File: src/rtl/fetch_ctrl.sv
// -----------------------------------------------------------------------------
// fetch_ctrl
// Instruction-fetch controller placed directly upstream of the PC register.
// It requests instruction words at the current PC and tolerates multi-cycle
// memory responses. It computes the next PC (PC+2 or a redirect target) and
// its write enable. It also owns the IF/ID pipeline register, which holds
// under decode stalls and is flushed on redirects.
//
// Optional feature macro: FETCH_HALT_DETECT_EN
//   When defined, an instruction whose opcode field [15:11] is 5'b00000 that
//   is written into IF/ID stops fetch in the HALT state. Only a redirect or a
//   reset leaves HALT. When the macro is undefined, HALT is unreachable and
//   `halted` stays 0.
//
// Ports
//   clk          rising-edge clock
//   rst_n        asynchronous active-low reset
//   pc           current PC (output of the PC register)
//   next_pc      D input of the PC register           (combinational)
//   pc_en        write enable of the PC register      (combinational)
//   imem_rd      instruction-memory read request      (combinational)
//   imem_addr    instruction-memory read address      (combinational)
//   imem_data    instruction word, valid with imem_done
//   imem_done    memory response, may coincide with the request (hit)
//   id_stall     decode stall, IF/ID must hold
//   redirect     taken branch/jump, flush and refetch
//   redirect_pc  redirect target
//   if_instr     IF/ID instruction                    (registered)
//   if_pc2       IF/ID PC+2 of that instruction       (registered)
//   if_valid     IF/ID contents valid                 (registered)
//   halted       fetch stopped on HALT                (registered)
// -----------------------------------------------------------------------------
module fetch_ctrl (
    input  logic        clk,
    input  logic        rst_n,
    input  logic [15:0] pc,
    output logic [15:0] next_pc,
    output logic        pc_en,
    output logic        imem_rd,
    output logic [15:0] imem_addr,
    input  logic [15:0] imem_data,
    input  logic        imem_done,
    input  logic        id_stall,
    input  logic        redirect,
    input  logic [15:0] redirect_pc,
    output logic [15:0] if_instr,
    output logic [15:0] if_pc2,
    output logic        if_valid,
    output logic        halted
);

    localparam logic [2:0] ST_RUN   = 3'd0;
    localparam logic [2:0] ST_WAIT  = 3'd1;
    localparam logic [2:0] ST_HELD  = 3'd2;
    localparam logic [2:0] ST_DRAIN = 3'd3;
    localparam logic [2:0] ST_HALT  = 3'd4;

`ifdef FETCH_HALT_DETECT_EN
    localparam logic HALT_DETECT = 1'b1;
`else
    localparam logic HALT_DETECT = 1'b0;
`endif

    // True when a word entering IF/ID must stop fetch.
    function automatic logic halt_hit(input logic [15:0] instr);
        return HALT_DETECT && (instr[15:11] == 5'b00000);
    endfunction

    logic [2:0]  state_r,      state_nxt_s;
    logic [15:0] if_instr_r,   if_instr_nxt_s;
    logic [15:0] if_pc2_r,     if_pc2_nxt_s;
    logic        if_valid_r,   if_valid_nxt_s;
    logic [15:0] hold_instr_r, hold_instr_nxt_s;
    logic [15:0] hold_pc2_r,   hold_pc2_nxt_s;
    logic [15:0] drain_pc_r,   drain_pc_nxt_s;
    logic        halted_r,     halted_nxt_s;
    logic [15:0] next_pc_s;
    logic        pc_en_s;
    logic        imem_rd_s;
    logic [15:0] pc_plus2_s;

    // Sequential PC increment; wraps modulo 2^16.
    assign pc_plus2_s = pc + 16'd2;

    // Next-state, PC control and IF/ID update logic.
    always_comb begin
        state_nxt_s      = state_r;
        next_pc_s        = pc;
        pc_en_s          = 1'b0;
        imem_rd_s        = 1'b0;
        if_instr_nxt_s   = if_instr_r;
        if_pc2_nxt_s     = if_pc2_r;
        if_valid_nxt_s   = if_valid_r;
        hold_instr_nxt_s = hold_instr_r;
        hold_pc2_nxt_s   = hold_pc2_r;
        drain_pc_nxt_s   = drain_pc_r;
        halted_nxt_s     = halted_r;

        case (state_r)
            ST_RUN, ST_WAIT: begin
                // PC is not written while a request is pending, so it
                // doubles as the stable request address.
                imem_rd_s = 1'b1;
                if (redirect) begin
                    // A request that completes this cycle needs no draining.
                    if ((state_r == ST_RUN) || imem_done) begin
                        next_pc_s      = redirect_pc;
                        pc_en_s        = 1'b1;
                        if_valid_nxt_s = 1'b0;
                        state_nxt_s    = ST_RUN;
                    end else begin
                        drain_pc_nxt_s = redirect_pc;
                        if_valid_nxt_s = 1'b0;
                        state_nxt_s    = ST_DRAIN;
                    end
                end else if (imem_done) begin
                    next_pc_s = pc_plus2_s;
                    pc_en_s   = 1'b1;
                    if (id_stall) begin
                        hold_instr_nxt_s = imem_data;
                        hold_pc2_nxt_s   = pc_plus2_s;
                        state_nxt_s      = ST_HELD;
                    end else begin
                        if_instr_nxt_s = imem_data;
                        if_pc2_nxt_s   = pc_plus2_s;
                        if_valid_nxt_s = 1'b1;
                        if (halt_hit(imem_data)) begin
                            state_nxt_s  = ST_HALT;
                            halted_nxt_s = 1'b1;
                        end else begin
                            state_nxt_s = ST_RUN;
                        end
                    end
                end else begin
                    state_nxt_s = ST_WAIT;
                    // A bubble goes downstream unless decode is holding IF/ID.
                    if (id_stall) begin
                        if_valid_nxt_s = if_valid_r;
                    end else begin
                        if_valid_nxt_s = 1'b0;
                    end
                end
            end

            ST_DRAIN: begin
                // The outstanding request cannot be aborted; wait it out.
                imem_rd_s      = 1'b1;
                if_valid_nxt_s = 1'b0;
                if (imem_done) begin
                    // A redirect arriving with the response is the newest target.
                    if (redirect) begin
                        next_pc_s = redirect_pc;
                    end else begin
                        next_pc_s = drain_pc_r;
                    end
                    pc_en_s     = 1'b1;
                    state_nxt_s = ST_RUN;
                end else if (redirect) begin
                    drain_pc_nxt_s = redirect_pc;
                end else begin
                    drain_pc_nxt_s = drain_pc_r;
                end
            end

            ST_HELD: begin
                // The PC was advanced on entry; only the buffered word is pending.
                if (redirect) begin
                    next_pc_s      = redirect_pc;
                    pc_en_s        = 1'b1;
                    if_valid_nxt_s = 1'b0;
                    state_nxt_s    = ST_RUN;
                end else if (!id_stall) begin
                    if_instr_nxt_s = hold_instr_r;
                    if_pc2_nxt_s   = hold_pc2_r;
                    if_valid_nxt_s = 1'b1;
                    if (halt_hit(hold_instr_r)) begin
                        state_nxt_s  = ST_HALT;
                        halted_nxt_s = 1'b1;
                    end else begin
                        state_nxt_s = ST_RUN;
                    end
                end else begin
                    state_nxt_s = ST_HELD;
                end
            end

            ST_HALT: begin
                if (redirect) begin
                    next_pc_s      = redirect_pc;
                    pc_en_s        = 1'b1;
                    if_valid_nxt_s = 1'b0;
                    halted_nxt_s   = 1'b0;
                    state_nxt_s    = ST_RUN;
                end else begin
                    state_nxt_s = ST_HALT;
                end
            end

            default: begin
                // Unreachable encodings recover to RUN without fetching.
                if_valid_nxt_s = 1'b0;
                halted_nxt_s   = 1'b0;
                state_nxt_s    = ST_RUN;
            end
        endcase
    end

    // State, IF/ID, hold buffer and drain target registers.
    always_ff @(posedge clk or negedge rst_n) begin
        if (!rst_n) begin
            state_r      <= ST_RUN;
            if_instr_r   <= 16'h0000;
            if_pc2_r     <= 16'h0000;
            if_valid_r   <= 1'b0;
            hold_instr_r <= 16'h0000;
            hold_pc2_r   <= 16'h0000;
            drain_pc_r   <= 16'h0000;
            halted_r     <= 1'b0;
        end else begin
            state_r      <= state_nxt_s;
            if_instr_r   <= if_instr_nxt_s;
            if_pc2_r     <= if_pc2_nxt_s;
            if_valid_r   <= if_valid_nxt_s;
            hold_instr_r <= hold_instr_nxt_s;
            hold_pc2_r   <= hold_pc2_nxt_s;
            drain_pc_r   <= drain_pc_nxt_s;
            halted_r     <= halted_nxt_s;
        end
    end

    // Request and PC-write strobes drop the moment reset asserts, abandoning
    // any outstanding request.
    assign imem_rd   = rst_n & imem_rd_s;
    assign pc_en     = rst_n & pc_en_s;
    assign imem_addr = pc;
    assign next_pc   = next_pc_s;
    assign if_instr  = if_instr_r;
    assign if_pc2    = if_pc2_r;
    assign if_valid  = if_valid_r;
    assign halted    = halted_r;

endmodule
File: config.mk
export PLATFORM = sky130hd
export DESIGN_NAME = fetch_ctrl
export DESIGN_NICKNAME = d
export VERILOG_FILES = /design/src/rtl/fetch_ctrl.sv
export SDC_FILE = /design/constraint.sdc
export NUM_CORES = 1
export LEC_CHECK = 0
export CAP_MARGIN = 20
export CORE_MARGIN = 4
export CORE_UTILIZATION = 40
export CTS_CLUSTER_DIAMETER = 50
export CTS_CLUSTER_SIZE = 25
export DETAILED_ROUTE_END_ITERATION = 8
export PLACE_DENSITY = 0.67
export SLEW_MARGIN = 40
export SYNTH_ARGS = -nofsm -noshare
export SYNTH_HDL_FRONTEND = slang
export SYNTH_SLANG_ARGS = --single-unit
File: constraint.sdc
create_clock -name clk -period 3.3 [get_ports clk]
set_input_delay 0.495 -clock clk [delete_from_list [all_inputs] [get_ports clk]]
set_output_delay 0.495 -clock clk [all_outputs]
set_load 0.1 [all_outputs]
==> impl_metrics.yaml <==
logic_synthesis:
  yosys_warnings: 0
  synth_top_flop_cell: "dfrtp_1"
  synth-edff-count: 0
  synthesis.area_um2: 4990
  yosysSeqAreaShare_pct: 42.1
  syn_area_per_cell_um2: 9.26
  synthCells: 539
  ys_types: 61
  synth_nets: 593
  ys_ff_latch: 84
  async_reset_ff_share_pct: 100
placed_design:
  place_hpwl_um: 11500
  dpl-instance-area_um2: 6490
  port-buffer-count: 119
  place_congestion: 0.929
pwr:
  intPower_uw: 2350
  ir_worst_vdd_uv: 220
  pwr-share-seq_pct: 32.1
  power.share.clock_pct: 21.3
  p_leak_uw: 0.00297
  p_per_area_nw_per_um2: 645
  p_switching_uw: 2020
  comb_power_share_pct: 46.5
  swShare_pct: 46.1
final_layout:
  synthToLayoutAreaGrowth_pct: 35.7
  antennaDiodeCount: 0
  layout_commonest_cell: "dfrtp_1"
  design_area_um2: 6770
  nNetsFinal: 716
  drive_gt1_share_pct: 27.3
  final_cell_mix: "dfrtp_1 (84), buf_4 (76), nand2_1 (73)"
cts:
  cts.repair.resized: 0
  clock-root-buffer: "clkbuf_16"
  clock_sinks: 84
  clkTransAtPathRegs_ps: 60
  cts_max_level: 3
  tritoncts: "yes"
  clock_latency_ps: 350
  numCtsBuffers: 9
  clk_path_buf_depth: 2
global_route:
  grt_usage_pct: 22.0
  grt_pass1_vias: 4637
  grt_pass1_wl_um: 24900
  antenna_found_initial: 0
  grt_max_degree: 76
  gr-total-overflow: 0
timing:
  period_share_pct: 98.6
  setup_tns_ps: 0
  report.final.slew_viol_count: 0
  max_freq_mhz: 307
  clock-skew-final_ps: 11.3
  setup_violations: 0
  hold_viol: 0
  rsz0062_at_grt: "no"
  slew_headroom_pct: 46.2
  min_period_ps: 3260
  worst_pin_slew_ps: 801
die:
  fp.dieW_um: 120
  io_pins: 121
  initial_utilization_pct: 41.2
  die_y_um: 120
  rows: 40
  die_area_um2: 14300
  coreArea_um2: 12100
worst_setup_path:
  required_ps: 2800
  endpoint: "next_pc[8]"
  critPathArrivalTime_ps: 2760
  r2r_cells: 7
  startpoint: "state_r[1]"
  r2r_slack_ps: 940
  r2r_end: "if_instr[15]"
  crit_type: "flop to output port"
  r2r-start: "state_r[2]"
  worstPathMaxFanout: 23
  endpoint_kind: "output port"
  startpoint_type: "flop"
detailed_routing:
  vias: 4584
  wirelength_um: 15300
  antenna_left: 0
  wl_per_cell_um: 18.3
  post-route-drc-count: 0
  dr.pass1.iters: 6
  vias_per_cell: 5.50
  drt_iter0_markers: 420
flow_run:
  cap_violations: 0
outcome:
  outcome: "finished, final reports clean"
worst_hold_path:
  hp-class: "flop to flop"
-- metal layers --
metal	vias up	part of all wire (%)	GRT usage (%)
met5	-	0	0
met4	0	2.2	8.23
met3	19	5.6	4.15
met2	165	47	34.9
met1	2236	45	29.8
li1	2164	-	-
-- cells by family (layout without fill, tap and decap cells) --
| family | Yosys count | count (layout) | share of synthesized area [%] |
|---|---|---|---|
| simple gates | 173 | 173 | 16.3 |
| compound gates | 136 | 136 | 17.4 |
| flops | 84 | 84 | 42.1 |
| mux | 67 | 67 | 14.4 |
| buf+inv | 60 | 187 | 6.47 |
| xor+xnor | 17 | 17 | 2.98 |
| fa+ha+maj | 1 | 1 | 0.251 |
| other cells | 1 | 1 | 0.0752 |
-- area by class of cell --
cell class	count	area, um2
Fill cell	1089	5340
Multi-Input combinational cell	395	2610
Sequential cell	84	2100
Timing Repair Buffer	167	1560
Clock buffer	11	243
Tap cell	168	210
Clock inverter	4	26.3
Inverter	5	18.8
-- cell usage after synthesis, drive strengths merged, types with 6 or more instances --
master	instances	area [um2]
nand2b	6	45.0
a21oi	25	125
mux2	38	428
clkbuf	12	45.0
o221ai	6	71.3
o22ai	7	43.8
nor2	43	161
nor2b	7	43.8
buf	43	259
nand4	6	43.8
nor3	11	66.3
nand2	73	274
mux2i	29	290
o211ai	6	45.0
xor2	6	52.6
o21ai	52	260
nand3	11	55.1
dfrtp	84	2100
xnor2	11	96.3
-- sequential cells by signal (all words and copies together), names as in the netlist --
| signal | count |
|---|---|
| if_valid | 1 |
| state_r | 3 |
| hold_instr_r | 16 |
| hold_pc2_r | 16 |
| drain_pc_r | 16 |
| if_instr | 16 |
| if_pc2 | 16 |
-- worst min-delay path by stage --
stage,start,end,slack [ps],depth (start not counted)
after floorplan,rst_n,drain_pc_r[0],200,0
final,if_pc2[9],if_pc2[9],470,2
after global routing,if_pc2[0],if_pc2[0],510,2
after global placement,rst_n,drain_pc_r[1],350,1
after detailed placement,rst_n,drain_pc_r[1],350,1
after CTS,if_pc2[9],if_pc2[9],480,2
-- power groups by stage --
stage / Combinational, uW / Sequential [uW] / Clock, uW
CTS: 2040 / 1410 / 951
finish: 2030 / 1400 / 932
global route: 2130 / 1440 / 992
floorplan: 773 / 2130 / 0
detailed placement: 2040 / 1420 / 0
global placement: 2080 / 1410 / 0
-- critical path, cell delays in order (launching register included) --
cell and delay [ps]:
dfrtp_1 550, buf_12 250, nor3_1 500, nor2_1 160, mux2i_1 150, or3_1 320, a32oi_2 260, buf_12 210
-- through the flow --
stage / cells / utilization (%) / power (uW) / hold WS (ps) / setup WS (ps)
2_1_floorplan: 539 / - / 2900 / 199 / 61.6
3_3_place_gp: 818 / 54.4 / 3490 / 351 / 232
3_5_place_dp: 818 / 53.6 / 3460 / 355 / 178
4_1_cts: 834 / 55.9 / 4400 / 477 / 103
5_1_grt: 834 / 55.9 / 4560 / 508 / 9.90
6_report: 834 / 55.9 / 4370 / 472 / 45.0
-- timing repair --
item                                    4_1_cts  5_1_grt
endpoints found under the hold margin         9        0
endpoints found under the setup margin        0        0
setup buffers                                 0        0
hold buffers                                  1        0
Note: power is estimated with default switching activity, not from simulation.
